## config.mk

```make
export PLATFORM = sky130hd
export DESIGN_NAME = line_fill_arbiter_flat
export DESIGN_NICKNAME = d
export VERILOG_FILES = /design/src/rtl/cache_bus_pkg.sv /design/src/rtl/line_fill_arbiter_if.sv /design/src/rtl/line_fill_arbiter_rr_pick2.sv /design/src/rtl/line_fill_arbiter.sv /design/src/flat_wrapper.sv
export SDC_FILE = /design/constraint.sdc
export NUM_CORES = 1
export LEC_CHECK = 0
export ABC_CLOCK_PERIOD_IN_PS = 2500
export BUFFER_PORTS_ARGS = -buffer_cell sky130_fd_sc_hd__buf_2
export CELL_PAD_IN_SITES_DETAIL_PLACEMENT = 1
export CELL_PAD_IN_SITES_GLOBAL_PLACEMENT = 1
export CORE_AREA = 2 2 206 208
export DETAILED_ROUTE_END_ITERATION = 8
export DIE_AREA = 0 0 208 210
export PLACE_DENSITY_LB_ADDON = 0.1
export SYNTH_ARGS = -nofsm -noshare
export SYNTH_HDL_FRONTEND = slang
export SYNTH_SLANG_ARGS = --single-unit
```

## constraint.sdc

```tcl
create_clock -name clk -period 2.5 [get_ports clk]
set_input_delay 0.125 -clock clk [delete_from_list [all_inputs] [get_ports clk]]
set_output_delay 0.125 -clock clk [all_outputs]
set_load 0.05 [all_outputs]
```

## src/rtl/cache_bus_pkg.sv

```systemverilog
// Shared types and helpers for the cache line-fill bus arbiter.
// Holds the FSM state enum, requester indices and line offset math.
package cache_bus_pkg;

  typedef enum logic [2:0] {
    S_IDLE,
    S_ADDR,
    S_WRITE,
    S_READ,
    S_DONE
  } state_t;

  localparam int REQ_I = 0;
  localparam int REQ_D = 1;

  function automatic int line_off_bits(
    input int beats,
    input int dw
  );
    return $clog2(beats * dw / 8);
  endfunction

endpackage

```

## src/rtl/line_fill_arbiter_if.sv

```systemverilog
// Requester and memory-bus signal bundle for the line-fill arbiter.
// master is the arbiter view; slave is the caches plus memory view.
interface line_fill_arbiter_if #(
  parameter int ADDR_WIDTH = 64,
  parameter int DATA_WIDTH = 64
);
  logic [1:0]              req_valid;
  logic [1:0]              req_write;
  logic [2*ADDR_WIDTH-1:0] req_addr;
  logic [1:0]              req_ready;
  logic [2*DATA_WIDTH-1:0] req_wdata;
  logic [1:0]              wdata_ready;
  logic [DATA_WIDTH-1:0]   resp_data;
  logic [1:0]              resp_valid;
  logic                    resp_last;
  logic [1:0]              done;
  logic                    mem_avalid;
  logic                    mem_aready;
  logic [ADDR_WIDTH-1:0]   mem_addr;
  logic                    mem_write;
  logic                    mem_wvalid;
  logic                    mem_wready;
  logic [DATA_WIDTH-1:0]   mem_wdata;
  logic                    mem_wlast;
  logic                    mem_rvalid;
  logic [DATA_WIDTH-1:0]   mem_rdata;

  modport master (
    input  req_valid, req_write, req_addr,
    input  req_wdata,
    input  mem_aready, mem_wready,
    input  mem_rvalid, mem_rdata,
    output req_ready, wdata_ready,
    output resp_data, resp_valid, resp_last,
    output done,
    output mem_avalid, mem_addr, mem_write,
    output mem_wvalid, mem_wdata, mem_wlast
  );

  modport slave (
    output req_valid, req_write, req_addr,
    output req_wdata,
    output mem_aready, mem_wready,
    output mem_rvalid, mem_rdata,
    input  req_ready, wdata_ready,
    input  resp_data, resp_valid, resp_last,
    input  done,
    input  mem_avalid, mem_addr, mem_write,
    input  mem_wvalid, mem_wdata, mem_wlast
  );
endinterface

```

## src/rtl/line_fill_arbiter_rr_pick2.sv

```systemverilog
// Two-requester round-robin picker, purely combinational.
// On a tie the requester that did not own the bus last wins.
module rr_pick2
  import cache_bus_pkg::*;
(
  input  logic [1:0] valid,
  input  logic       last_owner,
  output logic       grant,
  output logic       gvalid
);

  assign gvalid = |valid;

  always_comb begin
    grant = 1'(REQ_I);
    if (valid[REQ_D] &&
        (!valid[REQ_I] || last_owner == 1'(REQ_I)))
      grant = 1'(REQ_D);
  end

endmodule

```

## src/rtl/line_fill_arbiter.sv

```systemverilog
// Shares one memory bus between icache and dcache line transfers.
// One line request at a time: address phase, BEATS-beat burst, done.
module line_fill_arbiter
  import cache_bus_pkg::*;
#(
  parameter int ADDR_WIDTH = 64,
  parameter int DATA_WIDTH = 64,
  parameter int BEATS      = 8
) (
  input logic               clk,
  input logic               reset,
  line_fill_arbiter_if.master bus
);

  localparam int CW  = $clog2(BEATS);
  localparam int OFF = line_off_bits(BEATS, DATA_WIDTH);
  localparam logic [ADDR_WIDTH-1:0] AMASK =
    {ADDR_WIDTH{1'b1}} << OFF;
  localparam logic [CW-1:0] LAST = CW'(BEATS - 1);

  state_t                state;
  state_t                nstate;
  logic                  owner;
  logic                  wr;
  logic                  last_owner;
  logic [ADDR_WIDTH-1:0] addr;
  logic [CW-1:0]         cnt;
  logic                  grant;
  logic                  gvalid;
  logic [1:0]            own_oh;
  logic                  wbeat;
  logic                  rbeat;
  logic [ADDR_WIDTH-1:0] gaddr;

  rr_pick2 u_pick (
    .valid      (bus.req_valid),
    .last_owner (last_owner),
    .grant      (grant),
    .gvalid     (gvalid)
  );

  assign own_oh = owner ? 2'b10 : 2'b01;
  assign wbeat  = (state == S_WRITE) && bus.mem_wready;
  assign rbeat  = (state == S_READ) && bus.mem_rvalid;
  assign gaddr  = grant
    ? bus.req_addr[2*ADDR_WIDTH-1:ADDR_WIDTH]
    : bus.req_addr[ADDR_WIDTH-1:0];

  always_ff @(posedge clk or posedge reset) begin
    if (reset) begin
      state      <= S_IDLE;
      cnt        <= '0;
      last_owner <= 1'b1;
      owner      <= 1'b0;
      wr         <= 1'b0;
      addr       <= '0;
    end else begin
      state <= nstate;
      unique case (state)
        S_IDLE: begin
          if (gvalid) begin
            owner <= grant;
            wr    <= bus.req_write[grant];
            addr  <= gaddr & AMASK;
          end
        end
        S_ADDR: begin
          if (bus.mem_aready) cnt <= '0;
        end
        S_WRITE: begin
          if (wbeat) cnt <= cnt + CW'(1);
        end
        S_READ: begin
          if (rbeat) cnt <= cnt + CW'(1);
        end
        S_DONE: last_owner <= owner;
        default: ;
      endcase
    end
  end

  // Every output is decoded from state, so reset clears them at once.
  always_comb begin
    nstate          = state;
    bus.req_ready   = 2'b00;
    bus.wdata_ready = 2'b00;
    bus.resp_data   = '0;
    bus.resp_valid  = 2'b00;
    bus.resp_last   = 1'b0;
    bus.done        = 2'b00;
    bus.mem_avalid  = 1'b0;
    bus.mem_addr    = '0;
    bus.mem_write   = 1'b0;
    bus.mem_wvalid  = 1'b0;
    bus.mem_wdata   = '0;
    bus.mem_wlast   = 1'b0;
    unique case (state)
      S_IDLE: begin
        if (gvalid && !reset) begin
          bus.req_ready = grant ? 2'b10 : 2'b01;
          nstate        = S_ADDR;
        end
      end
      S_ADDR: begin
        bus.mem_avalid = 1'b1;
        bus.mem_addr   = addr;
        bus.mem_write  = wr;
        if (bus.mem_aready)
          nstate = wr ? S_WRITE : S_READ;
      end
      S_WRITE: begin
        bus.mem_wvalid = 1'b1;
        bus.mem_wdata  = owner
          ? bus.req_wdata[2*DATA_WIDTH-1:DATA_WIDTH]
          : bus.req_wdata[DATA_WIDTH-1:0];
        bus.wdata_ready =
          bus.mem_wready ? own_oh : 2'b00;
        bus.mem_wlast = (cnt == LAST);
        if (wbeat && cnt == LAST) nstate = S_DONE;
      end
      S_READ: begin
        bus.resp_data  = bus.mem_rdata;
        bus.resp_valid =
          bus.mem_rvalid ? own_oh : 2'b00;
        bus.resp_last  = rbeat && (cnt == LAST);
        if (rbeat && cnt == LAST) nstate = S_DONE;
      end
      S_DONE: begin
        bus.done = own_oh;
        nstate   = S_IDLE;
      end
      default: nstate = S_IDLE;
    endcase
  end

endmodule

```

## src/flat_wrapper.sv

```systemverilog
// flat-port wrapper written by rule: the top's interface ports become plain ports
module line_fill_arbiter_flat import cache_bus_pkg::*;
#(
  parameter int ADDR_WIDTH = 64,
  parameter int DATA_WIDTH = 64,
  parameter int BEATS      = 8
)
  (clk, reset, bus_req_valid, bus_req_write, bus_req_addr, bus_req_wdata, bus_mem_aready, bus_mem_wready, bus_mem_rvalid, bus_mem_rdata, bus_req_ready, bus_wdata_ready, bus_resp_data, bus_resp_valid, bus_resp_last, bus_done, bus_mem_avalid, bus_mem_addr, bus_mem_write, bus_mem_wvalid, bus_mem_wdata, bus_mem_wlast);
  line_fill_arbiter_if #(.ADDR_WIDTH(ADDR_WIDTH), .DATA_WIDTH(DATA_WIDTH)) bus_i ();
  input logic clk;
  input logic reset;
  input wire logic [$bits(bus_i.req_valid)-1:0] bus_req_valid;
  input wire logic [$bits(bus_i.req_write)-1:0] bus_req_write;
  input wire logic [$bits(bus_i.req_addr)-1:0] bus_req_addr;
  input wire logic [$bits(bus_i.req_wdata)-1:0] bus_req_wdata;
  input wire logic [$bits(bus_i.mem_aready)-1:0] bus_mem_aready;
  input wire logic [$bits(bus_i.mem_wready)-1:0] bus_mem_wready;
  input wire logic [$bits(bus_i.mem_rvalid)-1:0] bus_mem_rvalid;
  input wire logic [$bits(bus_i.mem_rdata)-1:0] bus_mem_rdata;
  output wire logic [$bits(bus_i.req_ready)-1:0] bus_req_ready;
  output wire logic [$bits(bus_i.wdata_ready)-1:0] bus_wdata_ready;
  output wire logic [$bits(bus_i.resp_data)-1:0] bus_resp_data;
  output wire logic [$bits(bus_i.resp_valid)-1:0] bus_resp_valid;
  output wire logic [$bits(bus_i.resp_last)-1:0] bus_resp_last;
  output wire logic [$bits(bus_i.done)-1:0] bus_done;
  output wire logic [$bits(bus_i.mem_avalid)-1:0] bus_mem_avalid;
  output wire logic [$bits(bus_i.mem_addr)-1:0] bus_mem_addr;
  output wire logic [$bits(bus_i.mem_write)-1:0] bus_mem_write;
  output wire logic [$bits(bus_i.mem_wvalid)-1:0] bus_mem_wvalid;
  output wire logic [$bits(bus_i.mem_wdata)-1:0] bus_mem_wdata;
  output wire logic [$bits(bus_i.mem_wlast)-1:0] bus_mem_wlast;
  assign bus_i.req_valid = bus_req_valid;
  assign bus_i.req_write = bus_req_write;
  assign bus_i.req_addr = bus_req_addr;
  assign bus_i.req_wdata = bus_req_wdata;
  assign bus_i.mem_aready = bus_mem_aready;
  assign bus_i.mem_wready = bus_mem_wready;
  assign bus_i.mem_rvalid = bus_mem_rvalid;
  assign bus_i.mem_rdata = bus_mem_rdata;
  assign bus_req_ready = bus_i.req_ready;
  assign bus_wdata_ready = bus_i.wdata_ready;
  assign bus_resp_data = bus_i.resp_data;
  assign bus_resp_valid = bus_i.resp_valid;
  assign bus_resp_last = bus_i.resp_last;
  assign bus_done = bus_i.done;
  assign bus_mem_avalid = bus_i.mem_avalid;
  assign bus_mem_addr = bus_i.mem_addr;
  assign bus_mem_write = bus_i.mem_write;
  assign bus_mem_wvalid = bus_i.mem_wvalid;
  assign bus_mem_wdata = bus_i.mem_wdata;
  assign bus_mem_wlast = bus_i.mem_wlast;
  line_fill_arbiter #(.ADDR_WIDTH(ADDR_WIDTH), .DATA_WIDTH(DATA_WIDTH), .BEATS(BEATS)) u_core (.clk(clk), .reset(reset), .bus(bus_i));
endmodule
```

==> report_table.html, run 1 <==
<table>
<tr><th>Metric</th><th>Value</th></tr>
<tr><th colspan="2">STA</th></tr>
<tr><td>Worst hold-check slack</td><td>0.0430 ns</td></tr>
<tr><td>Count of final max-slew check failures</td><td>0</td></tr>
<tr><td>Slew Limit Headroom</td><td>64.3%</td></tr>
<tr><td>Hold Violations, Final</td><td>0</td></tr>
<tr><td>Setup repair after global routing missed its margin</td><td>false</td></tr>
<tr><td>Worst-Margin Slew</td><td>0.535 ns</td></tr>
<tr><td>Final Critical Period</td><td>2.30 ns</td></tr>
<tr><td>Setup TNS after final layout</td><td>0 ns</td></tr>
<tr><td>Highest achievable clock rate</td><td>435 MHz</td></tr>
<tr><td>Final count of negative-setup-slack endpoints</td><td>0</td></tr>
<tr><td>Crit share post-route</td><td>92.0%</td></tr>
<tr><td>Final worst clock skew</td><td>0.00831 ns</td></tr>
<tr><th colspan="2">Drt</th></tr>
<tr><td>DR vias</td><td>5,805</td></tr>
<tr><td>Via density per instance</td><td>3.65</td></tr>
<tr><td>Antenna Violating Nets Remaining</td><td>0</td></tr>
<tr><td>Final routed wirelength across all metal layers</td><td>29,700 um</td></tr>
<tr><td>Drt initial violations</td><td>199</td></tr>
<tr><td>Remaining design rule violation count</td><td>0</td></tr>
<tr><td>Wire length per cell after detailed routing</td><td>18.7 um</td></tr>
<tr><td>Number of detailed-routing iterations run before antenna repair</td><td>4</td></tr>
<tr><th colspan="2">Place</th></tr>
<tr><td>Cells after DPL</td><td>1,568</td></tr>
<tr><td>HPWL after detailed placement</td><td>24,100 um</td></tr>
<tr><td>Final weighted congestion in routability-driven placement</td><td>0.811</td></tr>
<tr><td>Number of buffers inserted by port buffering</td><td>515</td></tr>
<tr><th colspan="2">GRT</th></tr>
<tr><td>Wire length of the first global-routing pass</td><td>43,100 um</td></tr>
<tr><td>Total track usage</td><td>13.2%</td></tr>
<tr><td>Total gr overflow</td><td>0</td></tr>
<tr><td>Antenna violations before repair</td><td>9</td></tr>
<tr><td>Pin count of the biggest net entering global routing</td><td>64</td></tr>
<tr><td>Via count of the first global-routing pass</td><td>6,248</td></tr>
<tr><th colspan="2">Synth</th></tr>
<tr><td>Syn Inst Count</td><td>546</td></tr>
<tr><td>Leading cell types by total area after synthesis</td><td>sky130_fd_sc_hd__dfrtp_1 (29%), sky130_fd_sc_hd__mux2_4 (16%), sky130_fd_sc_hd__and2_1 (14%), sky130_fd_sc_hd__mux2_2 (12%), sky130_fd_sc_hd__mux2i_1 (12%)</td></tr>
<tr><td>Synth Flop Type</td><td>sky130_fd_sc_hd__dfrtp_1</td></tr>
<tr><td>Flops &amp; latches, synth</td><td>67</td></tr>
<tr><td>Average cell area after synthesis</td><td>10.4 um^2</td></tr>
<tr><td>Post-synthesis cell area</td><td>5650 um^2</td></tr>
<tr><td>Sequential area share after synthesis</td><td>29.7%</td></tr>
<tr><td>Number of distinct library cells after synthesis</td><td>39</td></tr>
<tr><td>Post-synth top area share</td><td>29.2%</td></tr>
<tr><td>Post-synth ARST share</td><td>100%</td></tr>
<tr><td>Library cell occupying the most area in the post-synthesis netlist</td><td>sky130_fd_sc_hd__dfrtp_1</td></tr>
<tr><td>Synth warn</td><td>0</td></tr>
<tr><td>EDFF count, synth</td><td>0</td></tr>
<tr><th colspan="2">CTS</th></tr>
<tr><td>Skew-Pair Late Insertion Delay</td><td>0.35 ns</td></tr>
<tr><td>Total clock sinks</td><td>67</td></tr>
<tr><td>TritonCTS clock tree</td><td>built</td></tr>
<tr><td>CTS root buffer</td><td>sky130_fd_sc_hd__clkbuf_16</td></tr>
<tr><td>H-Tree Level Count</td><td>3</td></tr>
<tr><td>Number of buffers inserted during clock tree synthesis</td><td>9</td></tr>
<tr><td>CTS resizes</td><td>0</td></tr>
<tr><td>Clock tree buffer depth</td><td>2</td></tr>
<tr><td>Clock slew seen by the registers of the worst setup and hold paths</td><td>0.06 ns</td></tr>
<tr><th colspan="2">Floorplan</th></tr>
<tr><td>Initial Utilization</td><td>13.6%</td></tr>
<tr><td>Number of standard-cell rows in the floorplan</td><td>75</td></tr>
<tr><td>Die ar.</td><td>43,700 um^2</td></tr>
<tr><td>Std-Cell Core Area</td><td>41,500 um^2</td></tr>
<tr><td>Height of the chip</td><td>210 um</td></tr>
<tr><td>Num ports</td><td>534</td></tr>
<tr><td>Die extent in x</td><td>208 um</td></tr>
<tr><th colspan="2">Status</th></tr>
<tr><td>Run status</td><td>complete, no violations</td></tr>
<tr><th colspan="2">Setup path</th></tr>
<tr><td>Crit path required time</td><td>2.38 ns</td></tr>
<tr><td>Maximum fanout along the worst path</td><td>63</td></tr>
<tr><td>Length in cells of the worst reg-to-reg path</td><td>4</td></tr>
<tr><td>CP Class</td><td>reg2out</td></tr>
<tr><td>Critical Path End Type</td><td>output pin</td></tr>
<tr><td>Critical path data arrival time</td><td>2.18 ns</td></tr>
<tr><td>Kind of start point of the critical path</td><td>flip-flop</td></tr>
<tr><th colspan="2">Power</th></tr>
<tr><td>Reported leakage power</td><td>5.02 nW</td></tr>
<tr><td>Peak ir drop on the vdd network</td><td>0.426 mV</td></tr>
<tr><td>P per Cell Area</td><td>1320 nW/um^2</td></tr>
<tr><td>Overall Power</td><td>12.1 mW</td></tr>
<tr><th colspan="2">Min path</th></tr>
<tr><td>Type of the tightest min-delay check</td><td>in2reg</td></tr>
<tr><td>Hold-critical path depth</td><td>2</td></tr>
<tr><th colspan="2">Run</th></tr>
<tr><td>Number of maximum-capacitance constraint violations</td><td>0</td></tr>
<tr><th colspan="2">Finish</th></tr>
<tr><td>Number of non-filler instances in the completed layout</td><td>1,590</td></tr>
<tr><td>Share of final-layout standard cells stronger than drive strength 1</td><td>64.6%</td></tr>
<tr><td>Post-layout net count</td><td>1,372</td></tr>
<tr><td>P&amp;R area growth vs syn</td><td>61.3%</td></tr>
</table>
-- stage by stage --
step / util [%] / setup WS (ns) / cell area, um^2
final: 22.0 / 0.199 / 9120
after global placement: 21.2 / 0.521 / 8790
after floorplan: - / 0.567 / 5670
after detailed placement: 21.2 / 0.521 / 8790
after global routing: 22.0 / 0.0415 / 9110
after CTS: 22.0 / 0.121 / 9100
-- cells by family (layout without fill, tap and decap cells) --
logic type                 Yosys count  in the layout  share of synthesized area, %
DFF                                 67             67                          29.7
buffers and inverters               56            551                          6.73
other                                1             11                        0.0663
adders and majority gates            2              2                         0.443
and+or+nand+nor                    220            220                          21.6
muxes                              186            186                          39.5
AOI/OAI and AO/OA                   14             14                          1.97
-- repair_timing --
item                                   in CTS  in global routing
buffers inserted                            0                  0
hold buffers                                1                  0
setup endpoints to repair                   0                  0
endpoints found under the hold margin      25                  0
-- cell usage in the layout, fill, tap and decap left out, drive strengths merged, types with 2 or more instances in the layout --
master    count
a22oi         2
clkbuf       10
nand3         4
mux2        120
buf         528
conb          6
diode         5
ha            2
nand2         3
mux2i        66
nor3          2
clkinv        3
o211ai        2
and2        123
a21oi         2
clkinvlp      2
nand2b        3
dfrtp        66
and3          3
and3b         4
nor2         73
a21o          2
inv           6
-- where the power goes --
| part | leakage [nW] | switching [mW] | internal (mW) | total (mW) |
|---|---|---|---|---|
| sequential | 0.790 | 0.473 | 1.66 | 2.14 |
| clock | 0.145 | 0.544 | 0.800 | 1.34 |
| combinational | 4.09 | 5.60 | 2.98 | 8.59 |
-- state kept, by name, indices dropped and copies added (netlist names) --
| register | cells |
|---|---|
| u_core.addr | 58 |
| u_core.state | 3 |
| u_core.wr | 1 |
| u_core.cnt | 3 |
| u_core.last_owner | 1 |
| u_core.owner | 1 |
-- final cells by class --
class,instances,area [um^2]
Clock buffer,10,239
Multi-Input combinational cell,428,3620
Tap cell,539,674
Sequential cell,67,1680
Fill cell,4964,32400
Inverter,6,23.8
Timing Repair Buffer,529,2800
Clock inverter,6,63.8
Antenna cell,5,12.5
-- cells in the mapped netlist, types with 4 or more instances --
master	n
sky130_fd_sc_hd__clkbuf_1	17
sky130_fd_sc_hd__buf_12	7
sky130_fd_sc_hd__and3b_1	4
sky130_fd_sc_hd__and2_1	123
sky130_fd_sc_hd__mux2_4	59
sky130_fd_sc_hd__nand3_1	4
sky130_fd_sc_hd__mux2_2	61
sky130_fd_sc_hd__inv_1	5
sky130_fd_sc_hd__buf_2	17
sky130_fd_sc_hd__mux2i_1	66
sky130_fd_sc_hd__buf_4	7
sky130_fd_sc_hd__nor2_1	73
sky130_fd_sc_hd__dfrtp_1	66
-- routing by layer --
layer / share of wire [%] / vias to the layer above / global-route usage, % / wire length, um
li1: - / 2816 / - / -
met1: 43 / 2695 / 16.5 / 12700
met3: 7.6 / 24 / 3.93 / 2260
met2: 48 / 266 / 22.3 / 14400
met5: 0.11 / - / 0 / 34
met4: 1.3 / 4 / 3.06 / 387
-- critical path: stages, from the launching register on --
cell and delay (ns):
sky130_fd_sc_hd__dfrtp_1 0.57, sky130_fd_sc_hd__nand2b_1 0.29, sky130_fd_sc_hd__nand2b_2 0.27, sky130_fd_sc_hd__buf_12 0.22, sky130_fd_sc_hd__nor2_1 0.14, sky130_fd_sc_hd__buf_2 0.29
-- worst paths after layout --
path / start / end / slack [ns]
min: bus_mem_aready / u_core.state[1] / 0.04
max in group asynchronous: reset / u_core.last_owner / 1.39
max reg2reg: u_core.state[0] / u_core.addr[12] / 0.69
min in group asynchronous: reset / u_core.owner / 0.45
min reg2reg: u_core.addr[37] / u_core.addr[37] / 0.50
max: u_core.state[2] / bus_mem_wdata[7] / 0.20
Note: power is estimated with default switching activity, not from simulation.
==> run 2: changes to the inputs <==
ABC_AREA = 1   (was unset)
CORE_AREA = 2 2 205 207   (was 2 2 206 208)
DIE_AREA = 0 0 207 209   (was 0 0 208 210)
==> run 2 against run 1 <==
  * Non-clock buffer count is the same
  * Sequential cell count unchanged
  * Area after synthesis decreased by 11%
  * Routed wire length grew 6.6%
  * First-iteration DRC count increased by 24%
  * Critical endpoint is now bus_mem_wdata[37]
  * Global-route usage up 1.1 points
  * Clock power is 9% higher
  * Total power decreased by 13%
  * Sequential share of layout area up 1.3 points
  * Core utilization shrank 1.4 points
  * Hold slack got worse by 0.00081 ns
  * Via count rose by 21%
==> report_table.html, run 2 <==
<table>
<tr><th>Metric</th><th>Value</th></tr>
<tr><th colspan="2">Finish</th></tr>
<tr><td>Leading cell type in the layout, fill and taps excluded</td><td>sky130_fd_sc_hd__buf_2</td></tr>
<tr><td>Share of final-layout standard cells stronger than drive strength 1</td><td>43.9% (-21 points)</td></tr>
<tr><td>Filler cell count in the final layout</td><td>5,324 (+7.3%)</td></tr>
<tr><td>Largest registers</td><td>u_core.addr (58), u_core.cnt (3), u_core.state (3)</td></tr>
<tr><td>P&amp;R area growth vs syn</td><td>69.7%</td></tr>
<tr><td>Number of flip-flops under the largest register name</td><td>58 (unchanged)</td></tr>
<tr><td>Utilization after layout</td><td>20.6% (-1.4 points)</td></tr>
<tr><td>Area of all sequential standard cells</td><td>1680 um^2 (-0.15%)</td></tr>
<tr><td>Final Cell Area</td><td>8500 um^2 (-6.8%)</td></tr>
<tr><td>Most frequent cells in the layout</td><td>sky130_fd_sc_hd__buf_2 (515), sky130_fd_sc_hd__nor2_1 (193), sky130_fd_sc_hd__nand2_1 (146)</td></tr>
<tr><td>Register containing the most flip-flops in the final layout</td><td>u_core.addr</td></tr>
<tr><td>Area of combinational cells with multiple inputs</td><td>2510 um^2 (-31%)</td></tr>
<tr><td>Post-layout net count</td><td>1,630 (+19%)</td></tr>
<tr><th colspan="2">Setup path</th></tr>
<tr><td>Critical path data arrival time</td><td>2.10 ns (-0.08 ns)</td></tr>
<tr><td>Kind of start point of the critical path</td><td>flip-flop</td></tr>
<tr><td>Critical Path End Type</td><td>output pin</td></tr>
<tr><td>CP Class</td><td>reg2out</td></tr>
<tr><td>Endpoint of the lowest-slack register-to-register path</td><td>u_core.addr[39]</td></tr>
<tr><td>Worst R2R Setup Slack</td><td>0.77 ns (+0.08 ns)</td></tr>
<tr><td>Maximum fanout along the worst path</td><td>43 (-32%)</td></tr>
<tr><td>Reg2Reg Launch Point</td><td>u_core.state[0]</td></tr>
<tr><td>Crit path required time</td><td>2.38 ns (about the same)</td></tr>
<tr><td>Length in cells of the worst reg-to-reg path</td><td>6 (+2)</td></tr>
<tr><th colspan="2">STA</th></tr>
<tr><td>Count of final max-slew check failures</td><td>0 (unchanged)</td></tr>
<tr><td>Worst-Margin Slew</td><td>0.815 ns (+0.281 ns)</td></tr>
<tr><td>Slew Limit Headroom</td><td>45.6% (-19 points)</td></tr>
<tr><td>Worst hold-check slack</td><td>0.0422 ns (-0.000808 ns)</td></tr>
<tr><td>Final Critical Period</td><td>2.22 ns (-0.0806 ns)</td></tr>
<tr><td>Final worst clock skew</td><td>0.00735 ns (-0.000967 ns)</td></tr>
<tr><td>Setup repair after global routing missed its margin</td><td>false</td></tr>
<tr><td>Crit share post-route</td><td>88.8% (-3.2 points)</td></tr>
<tr><td>Highest achievable clock rate</td><td>450 MHz (+3.6%)</td></tr>
<tr><td>Final count of negative-setup-slack endpoints</td><td>0 (unchanged)</td></tr>
<tr><td>PnR worst setup slack</td><td>0.280 ns (+0.0806 ns)</td></tr>
<tr><td>Setup TNS after final layout</td><td>0 ns (unchanged)</td></tr>
<tr><td>Hold Violations, Final</td><td>0 (unchanged)</td></tr>
<tr><th colspan="2">CTS</th></tr>
<tr><td>Setup Fix Bufs, Post-CTS</td><td>0 (unchanged)</td></tr>
<tr><td>Clock tree buffer depth</td><td>2 (unchanged)</td></tr>
<tr><td>Clock slew seen by the registers of the worst setup and hold paths</td><td>0.06 ns (about the same)</td></tr>
<tr><td>Skew-Pair Late Insertion Delay</td><td>0.35 ns (about the same)</td></tr>
<tr><td>CTS root buffer</td><td>sky130_fd_sc_hd__clkbuf_16</td></tr>
<tr><td>H-Tree Level Count</td><td>3 (unchanged)</td></tr>
<tr><td>Number of buffers inserted during clock tree synthesis</td><td>9 (unchanged)</td></tr>
<tr><td>Total clock sinks</td><td>67 (unchanged)</td></tr>
<tr><td>TritonCTS clock tree</td><td>built</td></tr>
<tr><th colspan="2">Synth</th></tr>
<tr><td>Flops &amp; latches, synth</td><td>67 (unchanged)</td></tr>
<tr><td>Most used standard cell by instance count after synthesis</td><td>sky130_fd_sc_hd__nor2_1</td></tr>
<tr><td>Library cell occupying the most area in the post-synthesis netlist</td><td>sky130_fd_sc_hd__dfrtp_1</td></tr>
<tr><td>EDFF count, synth</td><td>0 (unchanged)</td></tr>
<tr><td>Synth Flop Type</td><td>sky130_fd_sc_hd__dfrtp_1</td></tr>
<tr><td>Number of distinct library cells after synthesis</td><td>26 (-33%)</td></tr>
<tr><td>Ranking of synthesized cells by instance count</td><td>sky130_fd_sc_hd__nor2_1 (193), sky130_fd_sc_hd__nand2_1 (147), sky130_fd_sc_hd__inv_1 (130), sky130_fd_sc_hd__dfrtp_1 (66)</td></tr>
<tr><td>Post-synthesis cell area</td><td>5010 um^2 (-11%)</td></tr>
<tr><td>Syn Inst Count</td><td>820 (+50%)</td></tr>
<tr><td>Synth warn</td><td>0 (unchanged)</td></tr>
<tr><td>Post-synth ARST share</td><td>100% (unchanged)</td></tr>
<tr><td>Leading cell types by total area after synthesis</td><td>sky130_fd_sc_hd__dfrtp_1 (33%), sky130_fd_sc_hd__nor2_1 (14%), sky130_fd_sc_hd__nand2_1 (11%), sky130_fd_sc_hd__inv_1 (9.7%), sky130_fd_sc_hd__o22ai_1 (7.4%)</td></tr>
<tr><td>Post-synth top area share</td><td>33.0% (+3.8 points)</td></tr>
<tr><td>Sequential area share after synthesis</td><td>33.5% (+3.8 points)</td></tr>
<tr><td>Average cell area after synthesis</td><td>6.11 um^2 (-41%)</td></tr>
<tr><th colspan="2">GRT</th></tr>
<tr><td>Total gr overflow</td><td>0 (unchanged)</td></tr>
<tr><td>Pin count of the biggest net entering global routing</td><td>81 (+27%)</td></tr>
<tr><td>Antenna violations before repair</td><td>17 (+8)</td></tr>
<tr><td>Via count of the first global-routing pass</td><td>7,427 (+19%)</td></tr>
<tr><td>Wire length of the first global-routing pass</td><td>47,400 um (+9.8%)</td></tr>
<tr><td>Total track usage</td><td>14.3% (+1.1 points)</td></tr>
<tr><th colspan="2">Floorplan</th></tr>
<tr><td>Initial Utilization</td><td>12.1% (-1.5 points)</td></tr>
<tr><td>Die extent in x</td><td>207 um (-0.48%)</td></tr>
<tr><td>Number of standard-cell rows in the floorplan</td><td>75 (unchanged)</td></tr>
<tr><td>Std-Cell Core Area</td><td>41,300 um^2 (-0.45%)</td></tr>
<tr><td>Die ar.</td><td>43,300 um^2 (-0.95%)</td></tr>
<tr><td>Height of the chip</td><td>209 um (-0.48%)</td></tr>
<tr><td>Num ports</td><td>534 (unchanged)</td></tr>
<tr><th colspan="2">Drt</th></tr>
<tr><td>Drt initial violations</td><td>246 (+24%)</td></tr>
<tr><td>Remaining design rule violation count</td><td>0 (unchanged)</td></tr>
<tr><td>Number of detailed-routing iterations run before antenna repair</td><td>4 (unchanged)</td></tr>
<tr><td>DR vias</td><td>7,044 (+21%)</td></tr>
<tr><td>Final routed wirelength across all metal layers</td><td>31,700 um (+6.6%)</td></tr>
<tr><td>Via density per instance</td><td>3.81 (+4.2%)</td></tr>
<tr><td>Antenna Violating Nets Remaining</td><td>0 (unchanged)</td></tr>
<tr><td>Wire length per cell after detailed routing</td><td>17.1 um (-8.4%)</td></tr>
<tr><th colspan="2">Min path</th></tr>
<tr><td>Worst Hold Endpoint</td><td>u_core.addr[54]</td></tr>
<tr><td>Hold-critical path depth</td><td>3 (+1)</td></tr>
<tr><td>Start point of the worst min-delay path</td><td>bus_req_addr[118]</td></tr>
<tr><td>Type of the tightest min-delay check</td><td>in2reg</td></tr>
<tr><th colspan="2">Place</th></tr>
<tr><td>Number of buffers inserted by port buffering</td><td>515 (unchanged)</td></tr>
<tr><td>Final weighted congestion in routability-driven placement</td><td>0.782 (-3.6%)</td></tr>
<tr><td>Worst setup slack before clock tree synthesis</td><td>0.440 ns (-0.0813 ns)</td></tr>
<tr><td>Placed instance area</td><td>8140 um^2 (-7.5%)</td></tr>
<tr><td>HPWL after detailed placement</td><td>25,000 um (+3.8%)</td></tr>
<tr><th colspan="2">Status</th></tr>
<tr><td>Run status</td><td>complete, no violations</td></tr>
<tr><th colspan="2">Power</th></tr>
<tr><td>P per Cell Area</td><td>1240 nW/um^2 (-6.5%)</td></tr>
<tr><td>Reported leakage power</td><td>5.04 nW (+0.32%)</td></tr>
<tr><td>Peak ir drop on the vdd network</td><td>0.429 mV (+0.66%)</td></tr>
<tr><th colspan="2">Run</th></tr>
<tr><td>Number of maximum-capacitance constraint violations</td><td>0 (unchanged)</td></tr>
</table>
## run 2: changes by cell type after synthesis, sizes merged, moves of 4 or more
cell and change:
and3b -4, nand3 +4, and2 -123, mux2i -66, o21ai +65, clkbuf +12, a21oi +62, inv +129
buf +4, o22ai +59, nor2 +123, mux2 -120, nand2 +145
## run 2: how the worst max path moves through the flow
stage          slack, ns  depth (start not counted)                  to            start
2_1_floorplan       0.04                          6  bus_wdata_ready[0]  u_core.state[2]
3_3_place_gp        0.47                          7   bus_mem_wdata[37]  u_core.state[2]
3_5_place_dp        0.44                          7   bus_mem_wdata[37]  u_core.state[2]
4_1_cts             0.05                          7   bus_mem_wdata[37]  u_core.state[2]
5_1_grt             0.11                          7   bus_mem_wdata[61]  u_core.state[2]
6_report            0.28                          7   bus_mem_wdata[37]  u_core.state[2]
## run 2: timing repair
action	4_1_cts	5_1_grt
hold buffers	1	0
resized for setup	0	4
endpoints found under the setup margin	0	34
hold endpoints to repair	32	0
## run 2: layer usage
| layer | vias up | wire length, um | track usage (%) |
|---|---|---|---|
| li1 | 3498 | - | - |
| met1 | 3226 | 12900 | 16.5 |
| met2 | 272 | 15700 | 24.8 |
| met3 | 34 | 2600 | 5.12 |
| met4 | 14 | 427 | 3.89 |
| met5 | - | 89 | 0 |
## run 2: area by class of cell
| cell class | instances | area share, % |
|---|---|---|
| Antenna cell | 8 | 0.236 |
| Timing Repair Buffer | 529 | 32.6 |
| Tap cell | 539 | 7.93 |
| Sequential cell | 67 | 19.8 |
| Clock inverter | 4 | 0.854 |
| Inverter | 136 | 6.08 |
| Clock buffer | 12 | 3.02 |
| Multi-Input combinational cell | 556 | 29.5 |
## run 2: through the flow
stage                     instances  power [mW]
after global placement         1826        9.23
after CTS                      1843        10.8
after global routing           1848        11.4
after detailed placement       1826        9.23
after floorplan                 825        7.22
final                          1851        10.5
## run 2: power by group
group	internal, mW	switching (mW)
Sequential	1.62	0.166
Combinational	1.71	5.55
Clock	0.928	0.535
## run 2: cells by family after synthesis
| group | after synthesis | synth area share [%] |
|---|---|---|
| other cells | 1 | 0.0749 |
| simple gates | 359 | 27.6 |
| buf+inv | 202 | 17.2 |
| compound gates | 189 | 21.1 |
| flops | 67 | 33.5 |
| fa+ha+maj | 2 | 0.500 |
## run 2: worst max-delay path, cell delays in order (launching register included)
cell	delay [ns]
sky130_fd_sc_hd__dfrtp_1	0.42
sky130_fd_sc_hd__inv_2	0.11
sky130_fd_sc_hd__nand2_2	0.09
sky130_fd_sc_hd__nor2_2	0.18
sky130_fd_sc_hd__inv_4	0.20
sky130_fd_sc_hd__buf_12	0.24
sky130_fd_sc_hd__a21oi_1	0.17
sky130_fd_sc_hd__buf_2	0.30
==> run 3: changes to the inputs <==
--- a/config.mk
+++ b/config.mk
@@ -15,4 +15,5 @@
 export DIE_AREA = 0 0 207 209
 export PLACE_DENSITY_LB_ADDON = 0.1
+export SLEW_MARGIN = 20
 export SYNTH_ARGS = -nofsm -noshare
 export SYNTH_HDL_FRONTEND = slang
==> constraint.sdc (replaced) <==
create_clock -name clk -period 2.5 [get_ports clk]
set_input_delay 0.25 -clock clk [delete_from_list [all_inputs] [get_ports clk]]
set_output_delay 0.25 -clock clk [all_outputs]
set_load 0.05 [all_outputs]
==> run 3 against run 2 <==
  * The run now ends with hold timing left
  * Largest power group unchanged
  * Highest routed layer unchanged
  * Hold slack worse by 0.047 ns
  * Design area fell by 0.94%
  * Largest cell class unchanged
  * Final cell count rose by 0.11%
  * Count of clock-buffer cells in the layout did not move
  * Global-route usage about the same
  * Core utilization decreased by 0.19 points
  * Sequential cell count unchanged
==> report_table.html, run 3 (synthesis results as in run 2) <==
<table>
<tr><th>Metric</th><th>Value</th></tr>
<tr><th colspan="2">Setup path</th></tr>
<tr><td>Slowest CP cell</td><td>sky130_fd_sc_hd__dfrtp_1</td></tr>
<tr><td>Crit path required time</td><td>2.25 ns (-0.13 ns)</td></tr>
<tr><td>Biggest cell delay along the critical path</td><td>0.42 ns (about the same)</td></tr>
<tr><td>Critical path data arrival time</td><td>1.99 ns (-0.11 ns)</td></tr>
<tr><td>CP Class</td><td>reg2out</td></tr>
<tr><td>Kind of start point of the critical path</td><td>flip-flop</td></tr>
<tr><td>Maximum fanout along the worst path</td><td>40 (-7.0%)</td></tr>
<tr><td>Length in cells of the worst reg-to-reg path</td><td>6 (unchanged)</td></tr>
<tr><td>Endpoint of the lowest-slack register-to-register path</td><td>u_core.addr[37]</td></tr>
<tr><td>Worst R2R Setup Slack</td><td>0.68 ns (-0.09 ns)</td></tr>
<tr><td>Critical-path cell list</td><td>inv_2, nand2_2, nor2_2, inv_2, buf_12, a21oi_1, buf_2</td></tr>
<tr><td>Critical Path End Type</td><td>output pin</td></tr>
<tr><td>Reg2Reg Launch Point</td><td>u_core.state[0]</td></tr>
<tr><td>Critical Path Most Common Cell</td><td>sky130_fd_sc_hd__inv_2</td></tr>
<tr><th colspan="2">STA</th></tr>
<tr><td>Crit share post-route</td><td>89.8% (+0.99 points)</td></tr>
<tr><td>Final count of negative-setup-slack endpoints</td><td>0 (unchanged)</td></tr>
<tr><td>Highest achievable clock rate</td><td>445 MHz (-1.1%)</td></tr>
<tr><td>Worst hold-check slack</td><td>-0.00479 ns (-0.0470 ns)</td></tr>
<tr><td>Setup repair after global routing missed its margin</td><td>false</td></tr>
<tr><td>Hold Violations, Final</td><td>1 (+1)</td></tr>
<tr><td>Slew Limit Headroom</td><td>48.5% (+2.9 points)</td></tr>
<tr><td>Final worst clock skew</td><td>0.00650 ns (-0.000845 ns)</td></tr>
<tr><td>Count of final max-slew check failures</td><td>0 (unchanged)</td></tr>
<tr><td>Final Critical Period</td><td>2.24 ns (+0.0246 ns)</td></tr>
<tr><td>Worst-Margin Slew</td><td>0.772 ns (-0.0432 ns)</td></tr>
<tr><th colspan="2">Place</th></tr>
<tr><td>HPWL after detailed placement</td><td>25,100 um (+0.46%)</td></tr>
<tr><td>Number of buffers inserted by port buffering</td><td>515 (unchanged)</td></tr>
<tr><td>Final weighted congestion in routability-driven placement</td><td>0.804 (+2.8%)</td></tr>
<tr><td>Cells after DPL</td><td>1,829 (+0.16%)</td></tr>
<tr><td>Placed instance area</td><td>8130 um^2 (about the same)</td></tr>
<tr><th colspan="2">Floorplan</th></tr>
<tr><td>Height of the chip</td><td>209 um (unchanged)</td></tr>
<tr><td>Std-Cell Core Area</td><td>41,300 um^2 (unchanged)</td></tr>
<tr><td>Num ports</td><td>534 (unchanged)</td></tr>
<tr><td>Initial Utilization</td><td>12.1% (unchanged)</td></tr>
<tr><td>Die ar.</td><td>43,300 um^2 (unchanged)</td></tr>
<tr><td>Number of standard-cell rows in the floorplan</td><td>75 (unchanged)</td></tr>
<tr><td>Die extent in x</td><td>207 um (unchanged)</td></tr>
<tr><th colspan="2">Drt</th></tr>
<tr><td>Via density per instance</td><td>3.79 (-0.45%)</td></tr>
<tr><td>DR vias</td><td>7,020 (-0.34%)</td></tr>
<tr><td>Remaining design rule violation count</td><td>0 (unchanged)</td></tr>
<tr><td>Antenna Violating Nets Remaining</td><td>0 (unchanged)</td></tr>
<tr><td>Final routed wirelength across all metal layers</td><td>31,700 um (about the same)</td></tr>
<tr><td>Wire length per cell after detailed routing</td><td>17.1 um (about the same)</td></tr>
<tr><td>Drt initial violations</td><td>217 (-12%)</td></tr>
<tr><td>Number of detailed-routing iterations run before antenna repair</td><td>4 (unchanged)</td></tr>
<tr><th colspan="2">GRT</th></tr>
<tr><td>Wire length of the first global-routing pass</td><td>47,200 um (-0.45%)</td></tr>
<tr><td>Total gr overflow</td><td>0 (unchanged)</td></tr>
<tr><td>Via count of the first global-routing pass</td><td>7,302 (-1.7%)</td></tr>
<tr><td>Pin count of the biggest net entering global routing</td><td>104 (+28%)</td></tr>
<tr><td>Total track usage</td><td>14.2% (-0.032 points)</td></tr>
<tr><td>Antenna violations before repair</td><td>17 (unchanged)</td></tr>
<tr><th colspan="2">Finish</th></tr>
<tr><td>Number of flip-flops under the largest register name</td><td>58 (unchanged)</td></tr>
<tr><td>Number of non-filler instances in the completed layout</td><td>1,853 (+0.11%)</td></tr>
<tr><td>Largest registers</td><td>u_core.addr (58), u_core.cnt (3), u_core.state (3)</td></tr>
<tr><td>Utilization after layout</td><td>20.4% (-0.19 points)</td></tr>
<tr><td>Leading cell type in the layout, fill and taps excluded</td><td>sky130_fd_sc_hd__buf_2</td></tr>
<tr><td>Share of final-layout standard cells stronger than drive strength 1</td><td>43.9% (about the same)</td></tr>
<tr><td>Final Cell Area</td><td>8420 um^2 (-0.94%)</td></tr>
<tr><td>Post-layout net count</td><td>1,632 (+0.12%)</td></tr>
<tr><td>P&amp;R area growth vs syn</td><td>68.1%</td></tr>
<tr><td>Register containing the most flip-flops in the final layout</td><td>u_core.addr</td></tr>
<tr><td>Most frequent cells in the layout</td><td>sky130_fd_sc_hd__buf_2 (515), sky130_fd_sc_hd__nor2_1 (193), sky130_fd_sc_hd__nand2_1 (146)</td></tr>
<tr><th colspan="2">CTS</th></tr>
<tr><td>Skew-Pair Late Insertion Delay</td><td>0.34 ns (about the same)</td></tr>
<tr><td>Number of buffers inserted during clock tree synthesis</td><td>9 (unchanged)</td></tr>
<tr><td>CTS root buffer</td><td>sky130_fd_sc_hd__clkbuf_16</td></tr>
<tr><td>TritonCTS clock tree</td><td>built</td></tr>
<tr><td>H-Tree Level Count</td><td>3 (unchanged)</td></tr>
<tr><td>Setup Fix Bufs, Post-CTS</td><td>0 (unchanged)</td></tr>
<tr><td>Clock tree buffer depth</td><td>2 (unchanged)</td></tr>
<tr><td>Clock slew seen by the registers of the worst setup and hold paths</td><td>0.06 ns (about the same)</td></tr>
<tr><td>Total clock sinks</td><td>67 (unchanged)</td></tr>
<tr><th colspan="2">Status</th></tr>
<tr><td>Run status</td><td>complete, but fails checks</td></tr>
<tr><td>Violations in the final reports</td><td>hold timing</td></tr>
<tr><th colspan="2">Min path</th></tr>
<tr><td>Type of the tightest min-delay check</td><td>in2async</td></tr>
<tr><th colspan="2">Power</th></tr>
<tr><td>P per Cell Area</td><td>1220 nW/um^2 (-1.6%)</td></tr>
<tr><td>Peak ir drop on the vdd network</td><td>0.295 mV (-31%)</td></tr>
<tr><td>Reported leakage power</td><td>5.01 nW (-0.52%)</td></tr>
<tr><th colspan="2">Run</th></tr>
<tr><td>Number of maximum-capacitance constraint violations</td><td>0 (unchanged)</td></tr>
</table>
-- run 3: cell count changes in the layout (fill, tap and decap cells not counted) --
| cell | previous run | this run |
|---|---|---|
| sky130_fd_sc_hd__buf_12 | 7 | 5 |
| sky130_fd_sc_hd__buf_4 | 6 | 11 |
| sky130_fd_sc_hd__bufinv_16 | 2 | 0 |
| sky130_fd_sc_hd__clkbuf_1 | 1 | 2 |
| sky130_fd_sc_hd__clkbuf_8 | 2 | 1 |
| sky130_fd_sc_hd__clkinv_2 | 2 | 4 |
| sky130_fd_sc_hd__clkinvlp_4 | 1 | 0 |
| sky130_fd_sc_hd__diode_2 | 8 | 9 |
| sky130_fd_sc_hd__dlygate4sd3_1 | 1 | 0 |
| sky130_fd_sc_hd__inv_2 | 5 | 6 |
| sky130_fd_sc_hd__inv_4 | 2 | 1 |
-- run 3: worst max path at each step --
stage | depth (start not counted) | slack, ns | from | to
after floorplan | 6 | -0.09 | u_core.state[2] | bus_wdata_ready[0]
after global placement | 6 | 0.51 | u_core.state[0] | bus_resp_data[45]
after detailed placement | 6 | 0.48 | u_core.state[0] | bus_resp_data[1]
after CTS | 6 | 0.09 | u_core.state[0] | bus_resp_data[1]
after global routing | 7 | 0.11 | u_core.state[2] | bus_mem_wdata[7]
final | 7 | 0.26 | u_core.state[2] | bus_mem_wdata[7]
-- run 3: layout make-up --
type                            instances  area, um^2
Antenna cell                            9        22.5
Clock buffer                           12         246
Clock inverter                          3        15.0
Fill cell                            5282       32900
Inverter                              136         514
Multi-Input combinational cell        556        2510
Sequential cell                        67        1680
Tap cell                              539         674
Timing Repair Buffer                  531        2760
-- run 3: what timing repair did --
action / CTS / global route
hold buffers: 0 / 0
endpoints found under the setup margin: 0 / 10
gates resized for setup: 0 / 2
-- run 3: worst max-delay path, delay by kind of cell, from the launching register on --
kind            cells  cell delay [ns]
buf+inv             4             0.74
simple gates        2             0.24
compound gates      1             0.20
flops               1             0.42
-- run 3: per-layer routing --
metal	routed length (um)	global-route usage [%]	up-vias
li1	-	-	3508
met1	13100	16.9	3180
met2	15600	24.5	277
met3	2300	4.48	45
met4	654	4.33	10
met5	62	0	-
-- run 3: through the flow --
step	setup TNS [ns]	setup WS (ns)	total power, mW
finish	0	0.255	10.3
global route	0	0.115	11.1
CTS	0	0.0872	10.5
detailed placement	0	0.478	9.23
global placement	0	0.508	9.21
floorplan	-0.175	-0.0875	7.22
-- run 3: report_power, final --
group	internal [mW]	switching (mW)
sequential	1.62	0.168
combinational	1.69	5.56
clock	0.689	0.516
total	4.00	6.25
